## src/rtl/sync_fifo_param.sv

```systemverilog
// sync_fifo_param: single-clock FIFO with wrap-bit full/empty detection, occupancy count,
// almost-full/empty thresholds, sticky overflow/underflow flags and optional FWFT read mode.
module sync_fifo_param #(
   parameter int DATA_W    = 11,
   parameter int ADDR_W    = 4,
   parameter int AFULL_TH  = 12,
   parameter int AEMPTY_TH = 2,
   parameter int FWFT      = 0
) (
   input  logic              clk,
   input  logic              rst_n,
   input  logic              wr_en,
   input  logic [DATA_W-1:0] data_in,
   input  logic              rd_en,
   output logic [DATA_W-1:0] data_out,
   output logic              data_valid,
   output logic              wr_full,
   output logic              rd_empty,
   output logic              almost_full,
   output logic              almost_empty,
   output logic [ADDR_W:0]   count,
   output logic              overflow,
   output logic              underflow,
   input  logic              clr_err
);
   localparam int DEPTH = 1 << ADDR_W;
   localparam logic [ADDR_W:0] AF_TH = AFULL_TH[ADDR_W:0];
   localparam logic [ADDR_W:0] AE_TH = AEMPTY_TH[ADDR_W:0];
   if (AFULL_TH < 1 || AFULL_TH > DEPTH || AEMPTY_TH >= AFULL_TH) begin : g_bad_params
      $error("sync_fifo_param: illegal AFULL_TH/AEMPTY_TH combination");
   end
   logic [DATA_W-1:0] mem_q [DEPTH];
   logic [ADDR_W:0]   wr_ptr_q, wr_ptr_d, rd_ptr_q, rd_ptr_d;
   logic [DATA_W-1:0] dout_q, dout_d, head;
   logic              dv_q, dv_d, ovf_q, ovf_d, unf_q, unf_d, wr_acc, rd_acc;
   assign head         = mem_q[rd_ptr_q[ADDR_W-1:0]];
   assign rd_empty     = wr_ptr_q == rd_ptr_q;
   assign wr_full      = (wr_ptr_q[ADDR_W-1:0] == rd_ptr_q[ADDR_W-1:0]) && (wr_ptr_q[ADDR_W] != rd_ptr_q[ADDR_W]);
   assign count        = wr_ptr_q - rd_ptr_q;
   assign almost_full  = count >= AF_TH;
   assign almost_empty = count <= AE_TH;
   assign overflow     = ovf_q;
   assign underflow    = unf_q;
   // FWFT shows the head word combinationally; standard mode presents a registered copy
   assign data_out     = FWFT != 0 ? head : dout_q;
   assign data_valid   = FWFT != 0 ? ~rd_empty : dv_q;
   always_comb begin
      wr_acc   = wr_en & ~wr_full;
      rd_acc   = rd_en & ~rd_empty;
      wr_ptr_d = wr_ptr_q + {{ADDR_W{1'b0}}, wr_acc};
      rd_ptr_d = rd_ptr_q + {{ADDR_W{1'b0}}, rd_acc};
      dout_d   = rd_acc ? head : dout_q;
      dv_d     = rd_acc;
      ovf_d    = (wr_en & wr_full) | (ovf_q & ~clr_err);
      unf_d    = (rd_en & rd_empty) | (unf_q & ~clr_err);
   end
   always_ff @(posedge clk or negedge rst_n) begin
      if (!rst_n) begin
         wr_ptr_q <= '0;
         rd_ptr_q <= '0;
         dout_q   <= '0;
         dv_q     <= 1'b0;
         ovf_q    <= 1'b0;
         unf_q    <= 1'b0;
      end else begin
         wr_ptr_q <= wr_ptr_d;
         rd_ptr_q <= rd_ptr_d;
         dout_q   <= dout_d;
         dv_q     <= dv_d;
         ovf_q    <= ovf_d;
         unf_q    <= unf_d;
      end
   end
   always_ff @(posedge clk) begin
      if (wr_acc) mem_q[wr_ptr_q[ADDR_W-1:0]] <= data_in;
   end
endmodule

```

## config.mk

```make
export PLATFORM = sky130hd
export DESIGN_NAME = sync_fifo_param
export DESIGN_NICKNAME = d
export VERILOG_FILES = /design/src/rtl/sync_fifo_param.sv
export SDC_FILE = /design/constraint.sdc
export NUM_CORES = 1
export LEC_CHECK = 0
export BUFFER_PORTS_ARGS = -buffer_cell sky130_fd_sc_hd__buf_4
export CORE_MARGIN = 5
export CORE_UTILIZATION = 35
export DETAILED_ROUTE_END_ITERATION = 12
export GPL_ROUTABILITY_DRIVEN = 0
export GPL_TIMING_DRIVEN = 0
export PLACE_DENSITY = 0.47
export SETUP_SLACK_MARGIN = 0.02
export SYNTH_ARGS = -nofsm -noshare
export SYNTH_HDL_FRONTEND = slang
export SYNTH_SLANG_ARGS = --single-unit
```

## constraint.sdc

```tcl
create_clock -name clk -period 5.05 [get_ports clk]
set_clock_uncertainty 0.1 [all_clocks]
set_input_delay 0.505 -clock clk [delete_from_list [all_inputs] [get_ports clk]]
set_output_delay 0.505 -clock clk [all_outputs]
set_load 0.05 [all_outputs]
```

==> impl_metrics.yaml <==
setup_path:
  cp-start-kind: "register"
  arrival_ps: 3620
  r2r_cells: 9
  path_class: "register to register"
  crit_required_ps: 4990
  cp-end-kind: "register"
  critPathMaxFanout: 11
floorplan:
  rows: 55
  core_area_um2: 22400
  fp.dieW_um: 160
  die-area_um2: 25600
  initial_core_util_pct: 35.1
  io_pins: 39
  die_h_um: 160
route:
  drt_wl_total_um: 17900
  via_count: 3877
  drc: 0
  firstDrtPassIters: 4
  wire_per_inst_um: 23.5
  avgViaCountPerCell: 5.09
  drtIter0Drc: 276
  antenna_left: 0
final_layout:
  insertedDiodeCount: 0
  layout.nets: 489
  instances_no_fill: 762
  drive_above_1_share_pct: 26.4
  area_delta_synth_final_pct: 16.2
hold_path:
  hold_path.class: "primary input to register"
  holdPathStages: 2
grt:
  grt_pass1_wl_um: 26500
  grt_antenna_before_repair: 0
  grt_use_total_pct: 14.3
  first_global_vias: 4041
  overflow: 0
  grt_max_degree: 25
logic_synthesis:
  synth-compound-area-share_pct: 3.37
  synth-simple-area-share_pct: 3.97
  ys_warn_count: 0
  yosysSeqAreaShare_pct: 74.7
  synth_top_family_by_area: "multiplexers"
  yosysMostFrequentCell: "edfxtp_1"
  yosys-top-cells-area: "edfxtp_1 67%, mux4_2 8.9%, dfrtp_1 7.6%, mux4_1 4.3%, nand2_1 2.0%"
  synthAdderAreaFrac_pct: 1.52
  synth_xor_area_share_pct: 1.11
  netlist_instances: 403
  syn_area_um2: 7880
  synth_fp_nets: 428
  yosys-top-cells-count: "176 x edfxtp_1, 41 x nand2_1, 31 x mux4_2"
  synth_edf_count: 176
  async_flop_share_pct: 12.0
  synth_mux_area_share_pct: 13.2
  synth_ff_type: "edfxtp_1"
  synth_cell_type_count: 30
  yosysTopAreaCellShare_pct: 67.1
  avgSynthCellArea_um2: 19.6
  ys_seq_elements: 200
  synth_top_area_cell: "edfxtp_1"
sta:
  worst_hold_slack_ps: 165
  worst_slew_pin_slew_ps: 1160
  finalHoldViolCount: 0
  fmax_ghz: 0.272
  finalMaxSlewViolations: 0
  setup-violations-final: 0
  period_share_pct: 72.8
  fin_crit_ps: 3680
  rsz0062_at_grt: "false"
  setup-tns-final_ps: 0
  relSlewSlack_pct: 22.3
clock_tree:
  cts_tree: "yes"
  clk_latency_ps: 420
  clockBufferDepth: 2
  htreeDepth: 4
  cts_setup_buffers: 0
  cts.sinks: 200
  cts_root_buf: "clkbuf_16"
  path_clk_slew_ps: 70
  cts_buffers: 17
placement:
  hpwl_um: 11800
  io_buffers: 38
  dp_cells: 729
pwr:
  power_mw: 5.93
  leakage_nw: 3.15
  peakVddDrop_uv: 708
  power.density_nw_per_um2: 648
run_status:
  status: "completed"
flow_run:
  timing.max_cap.violations: 0
[placed cells by master, fill, tap and decap left out, drive strengths merged]
master       Yosys  layout
clkinvlp         0       3
xnor2            6       6
o22ai           22      22
dlygate4sd3      0       1
mux4            44      44
xor2             4       4
buf             14      55
fa               1       1
dfrtp           24      24
nor2            13      13
a2111oi          1       1
nor2b            2       2
clkinv           0       3
nand3b           2       2
nand2           41      41
edfxtp         176     176
clkbuf           4      27
a21oi           13      13
bufinv           0       1
nand4            1       1
or3b             1       1
o21a             1       1
ha               8       8
nor3             4       4
nand3            5       5
inv             11      13
a21o             3       3
o21ai            2       2
[timing repair]
action	in CTS	in global routing
gates resized for setup	0	0
hold buffers	1	0
endpoints found under the hold margin	24	0
[routing by layer]
metal | vias up | track usage, % | part of all wire [%]
met5 | - | 0 | 0
met4 | 0 | 4.65 | 1.5
met3 | 14 | 2.92 | 4.2
met2 | 103 | 21.6 | 46
met1 | 2015 | 20.8 | 48
li1 | 1745 | - | -
[registers in the layout, summed over array words and instances, names as in the netlist]
signal / cells
data_out: 11
wr_ptr_q: 5
overflow: 1
rd_ptr_q: 5
mem_q: 176
data_valid: 1
underflow: 1
[cells by family (layout without fill, tap and decap cells)]
group | Yosys count | after routing
AO/OA/AOI/OAI | 42 | 42
XOR/XNOR | 10 | 10
adder cells (fa/ha/maj) | 9 | 9
buffers and inverters | 29 | 103
flip-flops | 200 | 200
multiplexers | 44 | 44
AND/OR/NAND/NOR | 69 | 69
[metrics by stage]
| step | cell area (um2) | util (%) | worst slack, ps |
|---|---|---|---|
| 6_report | 9160 | 40.8 | 1370 |
| 5_1_grt | 9160 | 40.8 | 1070 |
| 3_3_place_gp | 8520 | 38.0 | 918 |
| 4_1_cts | 9160 | 40.8 | 1270 |
| 3_5_place_dp | 8570 | 38.2 | 1310 |
| 2_1_floorplan | 7880 | - | 190 |
[final timing paths]
path / from / endpoint / slack (ps)
worst max-delay path: rd_ptr_q[3]$_DFF_PN0_ / mem_q[2][2]$_DFFE_PP_ / 1370
worst min-delay path: clr_err / overflow$_DFF_PN0_ / 170
worst max register to register: rd_ptr_q[3]$_DFF_PN0_ / mem_q[2][2]$_DFFE_PP_ / 1370
worst min register to register: wr_ptr_q[4]$_DFF_PN0_ / wr_ptr_q[4]$_DFF_PN0_ / 390
max in group asynchronous: rst_n / wr_ptr_q[3]$_DFF_PN0_ / 4190
min in group asynchronous: rst_n / wr_ptr_q[4]$_DFF_PN0_ / 410
[report_power, final]
part	switching, mW	internal (mW)
registers	0.133	2.05
clock network	0.579	0.736
logic	1.56	0.879
[worst max-delay path, cell delays in order, from the launching register on]
cell	delay, ps
dfrtp_1	340
buf_2	300
buf_2	380
inv_1	80
ha_1	330
nand4_1	190
nor2b_4	80
nor2b_4	210
or3b_4	430
nor2_1	860
[cell type report]
type | count | area (um2)
clock inverters | 9 | 88.8
fillers | 1993 | 13300
repair buffers | 42 | 325
flip-flops and latches | 200 | 5890
inverters | 11 | 41.3
multi-input cells | 174 | 1840
well taps | 285 | 357
clock buffers | 23 | 488
plain buffers | 18 | 129
Power figures use the tool's default switching activity.
